$ cat src/rtl/seg7_pkg.sv
// Shared definitions for the seven-segment scan decoder.
// Holds the active-low segment codes for digits 0..9, the active-low
// one-hot digit-select codes, the receive FSM state type and the default
// settle time.
package seg7_pkg;

  localparam int SETTLE_DEF = 4;

  // Segment codes, active-low, bit order {dp,g,f,e,d,c,b,a}, dp off.
  localparam logic [7:0] SEG_0 = 8'hC0;
  localparam logic [7:0] SEG_1 = 8'hF9;
  localparam logic [7:0] SEG_2 = 8'hA4;
  localparam logic [7:0] SEG_3 = 8'hB0;
  localparam logic [7:0] SEG_4 = 8'h99;
  localparam logic [7:0] SEG_5 = 8'h92;
  localparam logic [7:0] SEG_6 = 8'h82;
  localparam logic [7:0] SEG_7 = 8'hF8;
  localparam logic [7:0] SEG_8 = 8'h80;
  localparam logic [7:0] SEG_9 = 8'h90;

  // Entry i holds the pattern for digit i.
  localparam logic [9:0][7:0] SEG_CODES = {SEG_9, SEG_8, SEG_7, SEG_6, SEG_5,
                                           SEG_4, SEG_3, SEG_2, SEG_1, SEG_0};

  // Digit-select codes, one-hot active-low; digit 0 is the ones digit.
  localparam logic [3:0] CTRL_D0    = 4'b1110;
  localparam logic [3:0] CTRL_D1    = 4'b1101;
  localparam logic [3:0] CTRL_D2    = 4'b1011;
  localparam logic [3:0] CTRL_D3    = 4'b0111;
  localparam logic [3:0] CTRL_BLANK = 4'b1111;

  typedef enum logic [1:0] {
    ST_SYNC,
    ST_COLLECT,
    ST_EMIT
  } state_e;

endpackage

$ cat src/rtl/seg7_pattern_decode.sv
// Combinational decode of one active-low segment pattern back to BCD.
// Ports:
//   pattern  in  8  segments, active-low, {dp,g,f,e,d,c,b,a}
//   bcd      out 4  decoded digit, 4'hF when the pattern is not a decimal digit
//   dp       out 1  decimal point lit (pattern bit 7 low)
//   is_digit out 1  bits[6:0] matched one of the ten digit shapes
module seg7_pattern_decode
  import seg7_pkg::*;
(
  input  logic [7:0] pattern,
  output logic [3:0] bcd,
  output logic       dp,
  output logic       is_digit
);

  // The dp segment is excluded from matching so a lit point never turns a
  // valid digit into an error.
  always_comb begin
    bcd      = 4'hF;
    is_digit = 1'b0;
    for (int i = 0; i < 10; i++) begin
      if (pattern[6:0] == SEG_CODES[i][6:0]) begin
        bcd      = 4'(i);
        is_digit = 1'b1;
      end
    end
  end

  assign dp = ~pattern[7];

endmodule

$ cat src/rtl/seven_seg_scan_decoder.sv
// Receive side of a multiplexed 4-digit seven-segment bus. Registers the
// digit-select/segment pair, waits for each pair to stay stable for SETTLE
// cycles, decodes it and assembles digits 3..0 into a packed-BCD frame.
// Ports:
//   clk          in   1   rising-edge clock
//   rst          in   1   asynchronous active-low reset
//   ctrl         in   4   digit select, one-hot active-low (1110 = ones)
//   segment      in   8   segments, active-low, {dp,g,f,e,d,c,b,a}
//   value        out  16  {thousands,hundreds,tens,ones} of last frame
//   value_valid  out  1   one-cycle pulse when value updates
//   dp           out  4   decimal points of last frame, active-high
//   pattern_err  out  1   sticky: a captured pattern was not a digit
//   sync_loss    out  1   one-cycle pulse on an out-of-order digit
module seven_seg_scan_decoder
  import seg7_pkg::*;
#(
  parameter int SETTLE = SETTLE_DEF
) (
  input  logic        clk,
  input  logic        rst,
  input  logic [3:0]  ctrl,
  input  logic [7:0]  segment,
  output logic [15:0] value,
  output logic        value_valid,
  output logic [3:0]  dp,
  output logic        pattern_err,
  output logic        sync_loss
);

  logic [3:0]      ctrl_q;
  logic [7:0]      seg_q;
  logic [7:0]      cnt_q, cnt_d;
  state_e          state_q, state_d;
  logic [1:0]      exp_q, exp_d;
  logic [3:0][3:0] frame_q, frame_d;
  logic [3:0]      fdp_q, fdp_d;
  logic [15:0]     value_q, value_d;
  logic [3:0]      dp_q, dp_d;
  logic            valid_q, valid_d;
  logic            perr_q, perr_d;
  logic            sloss_q, sloss_d;

  logic            changed, capture, cap_ok;
  logic [3:0]      cap_ctrl;
  logic [7:0]      cap_seg;
  logic [1:0]      idx;
  logic            idx_vld;
  logic [3:0]      dec_bcd;
  logic            dec_dp, dec_is_digit;

  // The counter tracks how long the registered pair has been held; it is
  // computed against the incoming pair so capture lands on the edge where
  // the count reaches SETTLE.
  assign changed = {ctrl, segment} != {ctrl_q, seg_q};

  always_comb begin
    if (changed)              cnt_d = 8'd1;
    else if (cnt_q == 8'hFF)  cnt_d = cnt_q;
    else                      cnt_d = cnt_q + 8'd1;
  end

  // A saturated counter holds its value, so the second term blocks repeat
  // captures when SETTLE is 255.
  assign capture = (cnt_d == 8'(SETTLE)) && (changed || (cnt_d != cnt_q));

  // With SETTLE of 1 the capture coincides with the change itself, so the
  // pair being loaded is the one that settled.
  assign cap_ctrl = (SETTLE == 1) ? ctrl    : ctrl_q;
  assign cap_seg  = (SETTLE == 1) ? segment : seg_q;

  always_comb begin
    idx     = 2'd0;
    idx_vld = 1'b1;
    case (cap_ctrl)
      CTRL_D0: idx = 2'd0;
      CTRL_D1: idx = 2'd1;
      CTRL_D2: idx = 2'd2;
      CTRL_D3: idx = 2'd3;
      default: idx_vld = 1'b0;
    endcase
  end

  assign cap_ok = capture && idx_vld;

  seg7_pattern_decode u_dec (
    .pattern  (cap_seg),
    .bcd      (dec_bcd),
    .dp       (dec_dp),
    .is_digit (dec_is_digit)
  );

  always_comb begin
    state_d = state_q;
    exp_d   = exp_q;
    frame_d = frame_q;
    fdp_d   = fdp_q;
    value_d = value_q;
    dp_d    = dp_q;
    valid_d = 1'b0;
    sloss_d = 1'b0;
    perr_d  = perr_q | (cap_ok & ~dec_is_digit);
    case (state_q)
      ST_SYNC: begin
        if (cap_ok && idx == 2'd3) begin
          frame_d[3] = dec_bcd;
          fdp_d[3]   = dec_dp;
          exp_d      = 2'd2;
          state_d    = ST_COLLECT;
        end
      end
      ST_COLLECT: begin
        if (cap_ok) begin
          if (idx == exp_q) begin
            frame_d[idx] = dec_bcd;
            fdp_d[idx]   = dec_dp;
            if (exp_q == 2'd0) state_d = ST_EMIT;
            else               exp_d   = exp_q - 2'd1;
          end else begin
            // Out of order: a fresh digit 3 restarts the frame in place.
            sloss_d = 1'b1;
            if (idx == 2'd3) begin
              frame_d[3] = dec_bcd;
              fdp_d[3]   = dec_dp;
              exp_d      = 2'd2;
            end else begin
              state_d = ST_SYNC;
            end
          end
        end
      end
      ST_EMIT: begin
        value_d = frame_q;
        dp_d    = fdp_q;
        valid_d = 1'b1;
        state_d = ST_SYNC;
      end
      default: state_d = ST_SYNC;
    endcase
  end

  always_ff @(posedge clk or negedge rst) begin
    if (!rst) begin
      ctrl_q  <= CTRL_BLANK;
      seg_q   <= 8'hFF;
      cnt_q   <= 8'd0;
      state_q <= ST_SYNC;
      exp_q   <= 2'd0;
      frame_q <= '0;
      fdp_q   <= 4'h0;
      value_q <= 16'h0000;
      dp_q    <= 4'h0;
      valid_q <= 1'b0;
      perr_q  <= 1'b0;
      sloss_q <= 1'b0;
    end else begin
      ctrl_q  <= ctrl;
      seg_q   <= segment;
      cnt_q   <= cnt_d;
      state_q <= state_d;
      exp_q   <= exp_d;
      frame_q <= frame_d;
      fdp_q   <= fdp_d;
      value_q <= value_d;
      dp_q    <= dp_d;
      valid_q <= valid_d;
      perr_q  <= perr_d;
      sloss_q <= sloss_d;
    end
  end

  assign value       = value_q;
  assign value_valid = valid_q;
  assign dp          = dp_q;
  assign pattern_err = perr_q;
  assign sync_loss   = sloss_q;

endmodule

$ cat config.mk
export PLATFORM = sky130hd
export DESIGN_NAME = seven_seg_scan_decoder
export DESIGN_NICKNAME = d
export VERILOG_FILES = /design/src/rtl/seg7_pkg.sv /design/src/rtl/seg7_pattern_decode.sv /design/src/rtl/seven_seg_scan_decoder.sv
export SDC_FILE = /design/constraint.sdc
export NUM_CORES = 1
export LEC_CHECK = 0
export ABC_AREA = 1
export BUFFER_PORTS_ARGS = -buffer_cell sky130_fd_sc_hd__buf_2
export CORE_UTILIZATION = 25
export CTS_CLUSTER_SIZE = 30
export DETAILED_ROUTE_END_ITERATION = 10
export PLACE_DENSITY = 0.42
export SLEW_MARGIN = 25
export SYNTH_ARGS = -nofsm -noshare
export SYNTH_HDL_FRONTEND = slang
export SYNTH_SLANG_ARGS = --single-unit
$ cat constraint.sdc
create_clock -name clk -period 4.9 [get_ports clk]
set_input_delay 0.98 -clock clk [delete_from_list [all_inputs] [get_ports clk]]
set_output_delay 0.98 -clock clk [all_outputs]
set_load 0.02 [all_outputs]
# After elaboration in Yosys (flattened, before gate mapping)

Index checks and enable logic that the tools add are counted.
Widths: inputs -> output; s select.

Bits of input ports: 14
Logic and storage cells: 123
Register bits: 67
Output and inout bits: 23

Muxes and demuxes: 58
Reductions and logical operators: 14
Add/sub/neg operators: 2
Order comparisons: 2
Equal/unequal tests: 27
Bitwise logic cells: 4

Operators with widths:

| cell                | number |
|---|---|
| $mux 4              | 15 |
| $eq 7x5->1 const B  | 3 |
| $eq 7x7->1 const B  | 3 |
| $mux 2              | 10 |
| $mux 1              | 19 |
| $bwmux 16           | 1 |
| $mux 16             | 1 |
| $mux 8              | 2 |
| $eq 7x6->1 const B  | 2 |
| $eq 4x4->1 const B  | 3 |
| $mux 12             | 1 |
| $ne 12x12->1        | 1 |
| $ne 3x3->1 const B  | 4 |
| $add 8x1->8 const B | 1 |
| $demux 4 s2         | 1 |
| $eq 8x3->1 const B  | 1 |
| $eq 8x8->1 const B  | 1 |
| $ne 8x8->1          | 1 |
| $pmux 2 s2          | 2 |
| $pmux 4 s2          | 1 |
| $reduce_and 4->1    | 2 |
| $eq 7x2->1 const B  | 1 |
| $logic_not 7->1     | 1 |
| $pmux 2 s3          | 1 |
| other kinds (22)    | 29 |

# Longest topological paths before layout

Depth after elaboration: 15
Mapped depth: 15
Mapped depth without buffers: 15

# Cells and area by module

Synthesis repeated with hierarchy kept, for this count alone.

Cells, all modules: 498
Area, all modules: 3632.2 µm²

By module, submodules not included:

| module                 | instances | cells each | area each (µm²) |
|---|---|---|---|
| seven_seg_scan_decoder | 1         | 436        | 3373.2 |
| seg7_pattern_decode    | 1         | 62         | 259.0 |

# Least setup slack after synthesis

No wires, ideal clock.

Path kind: input port to flip-flop
Start point: input port segment[3]
End point: register frame_q[0] (netlist bit)
Buffers on the path: 0
Arrival: 2.178 ns
Data required time: 4.776 ns
Setup slack: 2.599 ns
Cell stages on the path: 13
Cells stage by stage: inv_1 > nand2_1 > nand2_1 > nor2_1 > nand2_1 > nor2_8 > nand4_2 > nor2_4 > nand2_4 > nor2_8 > nand2_4 > nand2_1 > o21ai_1

Cells in the longest elaborated chain, start to end: 7
Elaborated cells on any way between the ends: 8
Classes of those cells: 3 x eq/ne; 1 x mux; 4 x reduce/logical

Ends and longest elaborated chain:

| item                                  | line                          | source |
|---|---|---|
| from (decl)                           | seven_seg_scan_decoder.sv:22  | `input logic [7:0] segment,` |
| $ne 12x12->1 (*)                      | seven_seg_scan_decoder.sv:54  | `assign changed = {ctrl, segment} != {ctrl_q, seg_q};` |
| $mux 8                                | seven_seg_scan_decoder.sv:57  | `if (changed) cnt_d = 8'd1;` |
| $ne 8x8->1                            | seven_seg_scan_decoder.sv:64  | `assign capture = (cnt_d == 8'(SETTLE)) && (changed \|\| (cnt_d != cnt_q));` |
| $logic_or 1x1->1                      | seven_seg_scan_decoder.sv:64  |  |
| $logic_and 1x1->1 (*)                 | seven_seg_scan_decoder.sv:64  |  |
| $logic_and 1x1->1 (*)                 | seven_seg_scan_decoder.sv:83  | `assign cap_ok = capture && idx_vld;` |
| $reduce_and 3->1 (no source line) (*) | -                             |  |
| to (signal assigned)                  | seven_seg_scan_decoder.sv:161 | `frame_q <= frame_d;` |
| to (decl)                             | seven_seg_scan_decoder.sv:35  | `logic [3:0][3:0] frame_q, frame_d;` |

Mark *: on every way between the ends. The rest lies on a longest branch, timed or not.
A chain may end at the register's enable or synchronous reset.

# Worst setup path in the final report

Start point: input port segment[1]
End point: register frame_q[7] (netlist bit)

Same word-level chain as after synthesis.

==> reports/qor.yml <==
status: "finished clean"
fin_crit_sh_pct: 45.9
synth_top_cell_by_area: "dfrtp_1"
cts_tree: "yes"
cts_buffer_depth: 2
slew_headroom_pct: 54.8
met3WireLength_um: 310
max-vdd-ir-drop_mv: 0.146
detail-route-antenna-nets: 0
hold_path_startpoint: "value[11]"
worst-path-max-fanout: 10
clk_latency_ns: 0.33
synthXorXnorAreaFrac_pct: 1.52
via_count: 2810
grt_max_degree: 41
io_pins: 37
slew_viol_final: 0
ys.flop_type: "dfrtp_1"
port_buffers: 36
die_w_um: 120
synth.avg_cell_area_um2: 7.82
insertedDiodeCount: 0
area_delta_synth_final_pct: 20.1
dpl_cell_area_mm2: 0.00385
yosys-top-cells-count: "164 x nand2_1, 56 x inv_1, 55 x dfrtp_1"
synthCells: 443
cap_violations: 0
dp_hpwl_mm: 5.73
gp_congestion: 0.816
grt_usage_pct: 12.1
synth_compound_area_share_pct: 6.11
powerDensity_mw_per_mm2: 311
crit_type: "input pin to flop"
clk_transition_reported_paths_ns: 0.06
wl_met2_mm: 3.46
arrival_ns: 2.46
post-route-drc-count: 0
worstSetupStartpointType: "input pin"
cts_inserted_buffers: 9
final_util_pct: 31.0
synth_area_mm2: 0.00346
antenna_found_initial: 0
dieArea_mm2: 0.0143
timing.rr.start: "cnt_q[0]"
reg2reg_setup_slack_ns: 2.65
crit_path_start: "segment[1]"
timing_hold_violations_final: 0
htree_levels: 3
synthMuxAreaShare_pct: 0
nets: 503
min_period_ns: 2.25
topRoutingLayerUsed: "met4"
p_leak_nw: 2.40
required_ns: 5.11
synth.distinct_cells: 31
viasPerCell: 4.21
row_count: 42
finalWirelength_mm: 7.70
synth_area_leaders: "dfrtp_1 40%, nand2_1 18%, dfstp_2 9.1%"
holdBufCountCts: 0
synth-edff-count: 0
grt_pass1_wl_mm: 13.5
wl_per_cell_um: 11.5
synthSimpleGateAreaFrac_pct: 35.1
yosysMostFrequentCell: "nand2_1"
start_util_pct: 25.8
finalInstanceArea_mm2: 0.00416
drt_pass1_iterations: 4
yosys.area_share.adder_pct: 0.723
synth_top_family_by_area: "simple AND/OR/NAND/NOR gates"
end_kind: "flop"
die_y_um: 120
first_global_vias: 2788
syn_nets: 459
synth_top_area_share_pct: 39.7
drtIter0Drc: 138
worst_pin_slew_ns: 0.679
overflow: 0
setup_viol: 0
synthArstFlopShare_pct: 100
cts-resized-gates: 0
yosysSeqAreaShare_pct: 48.8
fin_worst_skew_ns: 0.00423
drive_gt1_share_pct: 19.1
worstHoldPathType: "flop to flop"
cts_root_buffer: "clkbuf_16"
tns_ns: 0
wl_met1_mm: 3.83
clock-sinks: 67
clock.fmax_ghz: 0.444
ys_ff_latch: 67
rsz0062_at_grt: "no"
yosys_warnings: 0
core-area_mm2: 0.0134
postCtsSetupBuffers: 0
-- cell families after synthesis --
kind of cell / Yosys count
and+or+nand+nor: 261
buffers and inverters: 69
DFF: 67
AOI/OAI and AO/OA: 38
xor gates and xnor gates: 6
adders and majority gates: 2
-- through the flow --
stage,total power [mW],instances,worst slack (ns),hold WS [ns]
global route,1.35,668,2.43,0.484
floorplan,0.612,443,2.60,0.443
CTS,1.32,668,2.63,0.470
detailed placement,0.642,652,2.28,0.455
global placement,0.641,652,2.30,0.448
finish,1.29,668,2.65,0.463
-- area by class of cell --
type                    count  area [um2]
well taps                 176         220
clock inverters             5        62.6
flip-flops and latches     67        1690
repair buffers             38         195
clock buffers              11         243
inverters                  64         240
multi-input cells         307        1510
fillers                  1455        9240
-- state kept, by name, summed over array words and instances (netlist names) --
name and flops:
frame_q 16, value 16, cap_seg 8, cnt_q 8, cap_ctrl 4, dp 4, fdp_q 4, exp_q 2
state_q 2, pattern_err 1, sync_loss 1, value_valid 1
-- where the power goes --
part           total (mW)  leakage [nW]  internal, mW  switching, mW
combinational      0.0607          1.38        0.0174         0.0433
clock               0.661         0.142         0.409          0.251
sequential          0.570         0.879         0.563        0.00685
total                1.29          2.40         0.990          0.302
-- critical path, cell delays in order --
cell and delay, ns:
buf_2 0.10, inv_1 0.04, nand2_1 0.05, nand2_1 0.04
nor2_1 0.09, nand2_1 0.14, nor2_8 0.21, nand4_2 0.12
nor2_4 0.18, nand2_4 0.11, nor2_8 0.15, nand2_4 0.11
nand2_1 0.07, o21ai_1 0.05
-- routing by layer --
layer | GRT usage (%) | vias up
met3 | 3.42 | 8
met4 | 4.45 | 0
met5 | 0 | -
met2 | 19.3 | 50
li1 | - | 1475
met1 | 15.4 | 1277
-- cells in the final DEF (no fill, tap or decap), types with 2 or more instances in the layout --
master / count
o21bai_1: 2
xnor2_1: 2
o21ai_1: 17
inv_1: 56
nand3_1: 19
clkbuf_16: 9
clkinvlp_4: 2
nand4_1: 12
clkinv_4: 2
inv_2: 8
nor2_1: 35
nand2_4: 5
nand2_2: 2
xor2_1: 4
nor3_1: 7
dfstp_2: 12
nor2_8: 3
a21oi_1: 6
o21ai_0: 10
ha_1: 2
buf_4: 2
nand2_1: 164
nor2_2: 3
dfrtp_1: 55
and2_1: 2
buf_2: 36
o31ai_1: 2
nor2_4: 5
-- worst paths after layout --
path,to,cells past startpoint
worst max-delay path,frame_q[7],14
worst min-delay path,value[11],2
worst max register to register,frame_q[7],13
worst min register to register,value[11],2
max in group asynchronous,cap_seg[7],2
min in group asynchronous,value[2],1
Power figures use the tool's default switching activity.
